`config.mk`:
```
export PLATFORM = sky130hd
export DESIGN_NAME = ecg_sample_sequencer
export DESIGN_NICKNAME = d
export VERILOG_FILES = /design/src/rtl/ecg_sample_sequencer.sv
export SDC_FILE = /design/constraint.sdc
export NUM_CORES = 1
export LEC_CHECK = 0
export CORE_ASPECT_RATIO = 0.7
export CORE_MARGIN = 2
export CORE_UTILIZATION = 40
export CTS_BUF_LIST = sky130_fd_sc_hd__clkbuf_4
export CTS_CLUSTER_DIAMETER = 40
export CTS_CLUSTER_SIZE = 16
export DETAILED_ROUTE_END_ITERATION = 10
export GPL_ROUTABILITY_DRIVEN = 0
export PLACE_DENSITY = 0.68
export SLEW_MARGIN = 15
export SYNTH_ARGS = -nofsm -noshare
export SYNTH_HDL_FRONTEND = slang
export SYNTH_SLANG_ARGS = --single-unit
```
`constraint.sdc`:
```
create_clock -name clk_in -period 5.2 [get_ports clk_in]
set_input_delay 1.04 -clock clk_in [delete_from_list [all_inputs] [get_ports clk_in]]
set_output_delay 1.04 -clock clk_in [all_outputs]
set_load 0.05 [all_outputs]
```
`src/rtl/ecg_sample_sequencer.sv`:
```
// ecg_sample_sequencer
//
// Paces ADC conversions for an ECG front end and streams the results into a
// display buffer. A programmable divider produces a sample tick. Each tick
// requests one conversion, waits for the ADC to answer, and writes the result
// at a circular buffer address.
//
// Ports
//   clk_in       system clock, all logic on the rising edge
//   reset        synchronous, active-high reset
//   enable       1 = run acquisition, 0 = stop after the current conversion
//   period[29:0] sample interval in clk_in cycles (0 and 1 act as 2)
//   limit[12:0]  buffer depth (0 acts as 8192)
//   hold         1 = freeze the buffer (conversions continue, no writes)
//   clear_flags  pulse, clears overrun and timeout_err
//   adc_start    one-cycle conversion request
//   adc_done     conversion complete, only looked at while converting
//   adc_data     conversion result, valid with adc_done
//   wr_en        one-cycle buffer write strobe
//   wr_addr      buffer write address
//   wr_data      buffer write data
//   frame_done   one-cycle pulse after the write that wraps the address
//   overrun      sticky, a tick arrived while a conversion was in flight
//   timeout_err  sticky, the ADC did not answer within TIMEOUT cycles
//   busy         1 whenever the sequencer is not idle
module ecg_sample_sequencer #(
    parameter int unsigned TIMEOUT = 255
) (
    input  logic        clk_in,
    input  logic        reset,
    input  logic        enable,
    input  logic [29:0] period,
    input  logic [12:0] limit,
    input  logic        hold,
    input  logic        clear_flags,
    output logic        adc_start,
    input  logic        adc_done,
    input  logic [15:0] adc_data,
    output logic        wr_en,
    output logic [12:0] wr_addr,
    output logic [15:0] wr_data,
    output logic        frame_done,
    output logic        overrun,
    output logic        timeout_err,
    output logic        busy
);

    // Timeout counter spans 0..TIMEOUT-1.
    localparam int unsigned TmoW = (TIMEOUT < 2) ? 1 : $clog2(TIMEOUT);

    typedef enum logic [2:0] {
        StIdle,
        StWaitTick,
        StStart,
        StConvert,
        StWrite
    } state_e;

    state_e      state_q, state_d;
    logic [29:0] div_q, div_d;
    logic [TmoW-1:0] tmo_q, tmo_d;
    logic [12:0] addr_q, addr_d;
    logic [15:0] wr_data_q;
    logic        adc_start_q;
    logic        wr_en_q;
    logic        frame_done_q;
    logic        overrun_q;
    logic        timeout_err_q;
    logic        busy_q;

    logic [29:0] period_eff;
    logic [13:0] limit_eff;
    logic [13:0] last_addr;
    logic        tick;
    logic        do_write;
    logic        at_last;
    logic        past_last;
    logic        frame_set;
    logic        overrun_set;
    logic        timeout_set;

    assign period_eff = (period < 30'd2) ? 30'd2 : period;
    assign limit_eff  = (limit == 13'd0) ? 14'd8192 : {1'b0, limit};
    assign last_addr  = limit_eff - 14'd1;

    // Compare with >= so that shrinking period below the running count
    // still produces a tick instead of a 2^30-cycle wraparound.
    assign tick = enable && (state_q != StIdle) && (div_q >= period_eff - 30'd1);

    assign overrun_set = tick && (state_q inside {StStart, StConvert, StWrite});

    // A write is performed in WRITE only if the strobe was raised for it.
    assign do_write  = (state_q == StWrite) && wr_en_q;
    assign at_last   = ({1'b0, addr_q} == last_addr);
    // Limit lowered beneath the current address: wrap silently.
    assign past_last = ({1'b0, addr_q} > last_addr);
    assign frame_set = do_write && at_last;

    // Divider: held at 0 while idle or disabled, restarts after each tick.
    always_comb begin
        div_d = div_q + 30'd1;
        if (!enable || state_q == StIdle || tick) begin
            div_d = 30'd0;
        end
    end

    // Address sequencing.
    always_comb begin
        addr_d = addr_q;
        if (do_write) begin
            if (at_last || past_last) begin
                addr_d = 13'd0;
            end else begin
                addr_d = addr_q + 13'd1;
            end
        end
    end

    // Next-state logic.
    always_comb begin
        state_d     = state_q;
        tmo_d       = tmo_q;
        timeout_set = 1'b0;
        unique case (state_q)
            StIdle: begin
                if (enable) begin
                    state_d = StWaitTick;
                end
            end
            StWaitTick: begin
                if (!enable) begin
                    state_d = StIdle;
                end else if (tick) begin
                    state_d = StStart;
                end
            end
            StStart: begin
                state_d = StConvert;
                tmo_d   = '0;
            end
            StConvert: begin
                if (adc_done) begin
                    state_d = StWrite;
                end else if (tmo_q == TmoW'(TIMEOUT - 1)) begin
                    timeout_set = 1'b1;
                    state_d     = enable ? StWaitTick : StIdle;
                end else begin
                    tmo_d = tmo_q + 1'b1;
                end
            end
            StWrite: begin
                state_d = enable ? StWaitTick : StIdle;
            end
            default: begin
                state_d = StIdle;
            end
        endcase
    end

    always_ff @(posedge clk_in) begin
        if (reset) begin
            state_q       <= StIdle;
            div_q         <= 30'd0;
            tmo_q         <= '0;
            addr_q        <= 13'd0;
            wr_data_q     <= 16'd0;
            adc_start_q   <= 1'b0;
            wr_en_q       <= 1'b0;
            frame_done_q  <= 1'b0;
            overrun_q     <= 1'b0;
            timeout_err_q <= 1'b0;
            busy_q        <= 1'b0;
        end else begin
            state_q <= state_d;
            div_q   <= div_d;
            tmo_q   <= tmo_d;
            addr_q  <= addr_d;
            if (state_q == StConvert && adc_done) begin
                wr_data_q <= adc_data;
            end
            // Outputs are registered from the next state so each one is a
            // clean Moore decode. The write strobe takes hold as seen on the
            // edge that enters WRITE, so the strobe is glitch-free for its
            // full cycle.
            adc_start_q   <= (state_d == StStart);
            wr_en_q       <= (state_d == StWrite) && !hold;
            frame_done_q  <= frame_set;
            busy_q        <= (state_d != StIdle);
            // Setting events take priority over clear_flags.
            overrun_q     <= overrun_set | (overrun_q & ~clear_flags);
            timeout_err_q <= timeout_set | (timeout_err_q & ~clear_flags);
        end
    end

    assign adc_start   = adc_start_q;
    assign wr_en       = wr_en_q;
    assign wr_addr     = addr_q;
    assign wr_data     = wr_data_q;
    assign frame_done  = frame_done_q;
    assign overrun     = overrun_q;
    assign timeout_err = timeout_err_q;
    assign busy        = busy_q;

endmodule

```
==> out/metrics.cfg, run 1 <==
[finish]
synthToLayoutAreaGrowth_pct=45.58
final_cell_count_no_fill=950
antennaDiodeCount=0
layout-drive-gt1-share=0.1980
fin_nets=898

[logic_synthesis]
synth_ff_type=dfxtp_1
synthArstFlopShare=0
yosysMostFrequentCell=nand2_1
ys_seq_area_frac=0.2967
synth-seq-cells=76
ys_types=57
syn_avg_cell_area_um2=8.204
synth_edf_count=0
synth_common_cells=nand2_1, dfxtp_1, xnor2_1
synth_area_mm2=0.005127
synth.top_cell.area_share=0.2967
syn-instance-count=625
synthTopCellsByArea=dfxtp_1, ha_1, xnor2_1
ys_warn_count=0
synth_top_area_cell=dfxtp_1
syn-num-nets=740

[floorplan]
die_w_um=139.3
die_y_um=98.73
start_util=0.4114
io_pins=100
die-area_mm2=0.01375
core_mm2=0.01246
num_rows=34

[global_routing]
met1_usage=0.3058
grtUsageMet2=0.3556
grt_pass1_vias=5356
overflow=0
grt_antenna_before_repair=0
grt_first_pass_wirelength_mm=25.62
grt_max_degree=41
grt.busiest_layer=met2
grtUsageTotal=0.2250
grt_util_met3=0.06706

[sta]
final-hold-violation-count=0
finalSetupViolCount=0
max_slew.worst_pin.slew_ns=0.7353
fin_ws_ns=0.05662
setup_tns_ns=0
period_share=0.9891
period_needed_ns=5.143
hold_slack_ns=0.4626
fin_skew_ns=0.02145
slew_headroom=0.5084
fmax_mhz=194.4
drv_slew=0

[clock_network]
ctsHoldBuffers=0
htreeDepth=3
cts_buffer_depth=2
cts-buffers-inserted=9
clk_latency_ns=0.43
clock_sinks=76
cts_root_buf=clkbuf_4
clk_pin_slew_ns=0.13
cts_tree=yes

[placed_design]
place_ws_ns=-0.6790
dp_hpwl_mm=11.22
dp.cells=913
io_buffers=99

[setup_path]
criticalPathCategory=in2reg
cp.arrival_ns=5.50
worstSetupEndpointType=flip-flop
required_ns=5.55
path_max_fanout=8
worstSetupStartpointType=input port

[outcome]
status=complete, no violations

[run]
cap_violations=0

[power_and_ir_drop]
power_frac_seq=0.535
p_comb_frac=0.159
switching_power_w=0.0003120
internal-power_w=0.0007837
clock_power_share=0.306
power_per_cell_area_mw_per_mm2=146.8
swShare=0.2847
vdd_drop_max_v=0.0001188
power.leakage_nw=2.648

[hold_path]
hold_path.class=reg2reg

[detailed_routing]
routedWlPerCell_um=16.64
first_pass_iters=5
routed_wl_mm=15.81
viasPerCell=5.654
ant_nets=0
vias=5371
drc=0
drtIter0Drc=329

## critical path, stage by stage
cell and delay [ns]:
clkdlybuf4s50_1 0.45, or4b_4 0.56, nand4b_1 0.29, o31ai_4 0.25
ha_2 0.24, nand2b_4 0.07, nor3_4 0.19, nand4_1 0.13
buf_6 0.17, nor3b_4 0.18, xnor2_1 0.15, ha_1 0.27
nand4_1 0.12, or2_4 0.19, a211oi_2 0.06, or4_4 0.59
buf_6 0.16, buf_12 0.14, nor4_4 0.25
## cell usage in the layout, fill, tap and decap left out, drive strengths merged, types with 8 or more instances in the layout
cell type / n
a211oi: 13
nand3: 24
nor3: 31
clkdlybuf4s50: 81
ha: 50
dfxtp: 76
xor2: 26
xnor2: 53
or3: 8
buf: 80
a21oi: 41
and3: 13
dlygate4sd2: 9
clkbuf: 11
nand2: 77
nand4: 18
inv: 19
nor2: 35
nor4: 43
## registers in the layout, summed over array words and instances (netlist names)
| signal | cells |
|---|---|
| timeout_err | 1 |
| adc_start | 1 |
| tmo_q | 8 |
| state_q | 3 |
| wr_data | 16 |
| overrun | 1 |
| div_q | 30 |
| busy | 1 |
| wr_en | 1 |
| wr_addr | 13 |
| frame_done | 1 |
## per-layer routing
metal | share of wire | wire [µm]
met5 | 0 | 0
met4 | 0.0090 | 142
met3 | 0.087 | 1382
met2 | 0.45 | 7181
met1 | 0.45 | 7102
## stage by stage
stage,power (W),area [µm²],util
3_5_place_dp,0.0007630,6734,0.5403
4_1_cts,0.001098,7293,0.5851
5_1_grt,0.001150,7465,0.5989
6_report,0.001096,7465,0.5989
3_3_place_gp,0.0007591,6734,0.5403
2_1_floorplan,0.0006602,5249,-
## path summary, 6_finish.rpt
path / from / to / slack, ns / depth (start not counted)
setup reg to reg: div_q[0] / div_q[2] / 2.76 / 9
hold reg to reg: wr_data[4] / wr_data[4] / 0.46 / 2
setup / recovery: period[16] / div_q[15] / 0.06 / 19
hold / removal: wr_data[4] / wr_data[4] / 0.46 / 2
## cell families (layout without fill, tap and decap cells)
kind of cell	after synthesis	after routing	share of synthesized area
flops	76	76	0.2967
buf+inv	45	208	0.03294
xor+xnor	79	79	0.1349
simple gates	285	285	0.2948
compound gates	90	90	0.1186
fa+ha+maj	50	50	0.1220
## power groups by stage
stage	Sequential, W	Clock (W)	Combinational (W)
after detailed placement	0.000599	0	0.000164
after global placement	0.000599	0	0.000160
final	0.000587	0.000335	0.000174
after floorplan	0.000599	0	0.0000608
after global routing	0.000587	0.000373	0.000189
after CTS	0.000586	0.000343	0.000168
## final cells by class
cell class / instances / area [µm²]
inverter: 18 / 67.56
tap: 162 / 202.7
timing repair buffer: 174 / 1620
multi-input combinational: 504 / 3928
sequential: 76 / 1521
clock buffer: 10 / 75.07
clock inverter: 6 / 50.05
fill: 1055 / 5000
## what timing repair did
item,in CTS,in global routing
pin swaps,38,26
endpoints found under the setup margin,34,31
cloned,3,0
resized for setup,76,30
setup buffers,18,1
Note: power is estimated with default switching activity, not from simulation.
==> inputs of run 2 (changes only) <==
--- a/config.mk
+++ b/config.mk
@@ -13,7 +13,7 @@
 export CTS_CLUSTER_SIZE = 16
 export DETAILED_ROUTE_END_ITERATION = 10
 export GPL_ROUTABILITY_DRIVEN = 0
-export PLACE_DENSITY = 0.68
+export PLACE_DENSITY = 0.65
 export SLEW_MARGIN = 15
 export SYNTH_ARGS = -nofsm -noshare
 export SYNTH_HDL_FRONTEND = slang
==> constraint.sdc (replaced) <==
create_clock -name clk_in -period 5.8 [get_ports clk_in]
set_input_delay 1.16 -clock clk_in [delete_from_list [all_inputs] [get_ports clk_in]]
set_output_delay 1.16 -clock clk_in [all_outputs]
set_load 0.05 [all_outputs]
==> run 2 against run 1 <==
  * Cell count decreased by 2.7%
  * Design area decreased by 5.1%
  * Setup slack improved by 0.13 ns
  * Core utilization decreased by 3.1 points
  * Global-route usage decreased by 1.4 points
  * Sequential power decreased by 10%
  * Wire length decreased by 5.4%
  * Clock skew decreased by 0.0075 ns
  * Combinational power decreased by 17%
  * Clock-buffer cell count decreased by 1
  * First-iteration DRC count decreased by 19%
  * Non-clock buffer count decreased by 26
  * Largest cell class unchanged
==> out/metrics.cfg, run 2 (synthesis gave the netlist of run 1 again) <==
[clock_network]
ctsHoldBuffers=0
cts_buffer_depth=2
htreeDepth=3
cts_root_buf=clkbuf_4
clk_pin_slew_ns=0.13
cts_tree=yes
clk_latency_ns=0.43
clock_sinks=76
cts-buffers-inserted=9

[outcome]
status=complete, no violations

[detailed_routing]
routedWlPerCell_um=16.18
routed_wl_mm=14.95
vias=5115
ant_nets=0
drc=0
first_pass_iters=5
drtIter0Drc=265
viasPerCell=5.536

[sta]
finalSetupViolCount=0
period_share=0.9684
period_needed_ns=5.617
max_slew.worst_pin.slew_ns=0.7846
slew_headroom=0.4754
final-hold-violation-count=0
fmax_mhz=178.0
fin_skew_ns=0.01392
drv_slew=0

[global_routing]
overflow=0
grt_max_degree=41
grt_antenna_before_repair=0
grt_first_pass_wirelength_mm=23.95
grtUsageTotal=0.2107
grt_pass1_vias=4873

[floorplan]
num_rows=34
io_pins=100
die-area_mm2=0.01375
start_util=0.4114
core_mm2=0.01246
die_w_um=139.3
die_y_um=98.73

[setup_path]
cp_common_cell=or4_4
required_ns=6.14
max_stage_delay_ns=0.56
cp.arrival_ns=5.96
crit_chain=clkdlybuf4s50_1 -> or4_4 -> nor4b_4 -> nand4b_1 -> o31ai_2 -> ha_2 -> nand2b_1 -> buf_4 -> or3_1 -> nor4_2 -> xnor2_1 -> ha_1 -> nand4_1 -> or4_4 -> nor4_4 -> or4_4 -> clkbuf_16 -> nor4_1
criticalPathCategory=in2reg
worstSetupStartpointType=input port
crit_slowest_cell=or4_4
worstSetupEndpointType=flip-flop
path_max_fanout=8

[power_and_ir_drop]
internal-power_w=0.0006907
p_comb_frac=0.151
vdd_drop_max_v=0.0001325
clock_power_share=0.301
power_per_cell_area_mw_per_mm2=135.6
swShare=0.2808
switching_power_w=0.0002696
power.leakage_nw=2.536
power_w=0.0009603
power_frac_seq=0.547

[finish]
synthToLayoutAreaGrowth_pct=38.14
final_cell_count_no_fill=924
largest_reg_flops=30
final_core_util=0.5683
fillerInstances=1122
final_common_cell=clkdlybuf4s50_1
layout_common_cells=clkdlybuf4s50_1, nand2_1, dfxtp_1
antennaDiodeCount=0
layout-drive-gt1-share=0.1470
fin_area_mm2=0.007083
fin_nets=872
largest_register=div_q

[run]
cap_violations=0

[placed_design]
io_buffers=99
dp.cells=903
place_area_mm2=0.006583
dp_hpwl_mm=11.09

[hold_path]
hold_path.class=reg2reg

run 2: what timing repair did:
item,CTS,global route
setup buffers,0,2
resized for setup,0,55
endpoints found under the setup margin,0,34
run 2: area by class of cell:
| class | instances | area [µm²] | area share |
|---|---|---|---|
| Multi-Input combinational cell | 504 | 3725 | 0.5259 |
| Inverter | 18 | 67.56 | 0.009539 |
| Clock buffer | 9 | 67.56 | 0.009539 |
| Tap cell | 162 | 202.7 | 0.02862 |
| Sequential cell | 76 | 1521 | 0.2148 |
| Timing Repair Buffer | 148 | 1448 | 0.2044 |
| Clock inverter | 7 | 51.30 | 0.007243 |
run 2: path summary, 6_finish.rpt:
path	start	end	slack, ns	depth (start not counted)
setup / recovery	period[24]	div_q[26]	0.18	18
hold / removal	wr_data[14]	wr_data[14]	0.46	2
setup reg to reg	div_q[25]	div_q[26]	3.48	8
hold reg to reg	wr_data[14]	wr_data[14]	0.46	2
run 2: metrics by stage:
stage | TNS, ns | worst slack (ns) | hold slack [ns]
after floorplan | 0 | 0.04157 | 0.4792
after global placement | -8.870 | -0.2739 | 0.4414
after detailed placement | -14.31 | -0.4418 | 0.4496
after CTS | 0 | 0.006718 | 0.4672
after global routing | -0.1047 | -0.05978 | 0.4945
final | 0 | 0.1832 | 0.4635
run 2: power groups by stage:
stage	clock network [W]	registers (W)	logic [W]
after floorplan	0	0.000537	0.0000523
after CTS	0.000300	0.000526	0.000139
after global routing	0.000322	0.000526	0.000159
after global placement	0	0.000537	0.000134
after detailed placement	0	0.000537	0.000139
final	0.000289	0.000526	0.000145
run 2: metal layers:
layer | GRT usage | routed length (µm) | vias to the layer above
met1 | 0.3035 | 7366 | 2412
met5 | 0 | 0 | -
met4 | 0.05361 | 167 | 0
li1 | - | - | 2561
met2 | 0.3228 | 6620 | 122
met3 | 0.04325 | 796 | 20
run 2: worst max-delay path: cells and delay by family:
kind                     cells  cell delay (ns)
XOR/XNOR                     1             0.20
buffers and inverters        3             0.80
AND/OR/NAND/NOR             11             2.94
adder cells (fa/ha/maj)      2             0.52
AO/OA/AOI/OAI                1             0.34
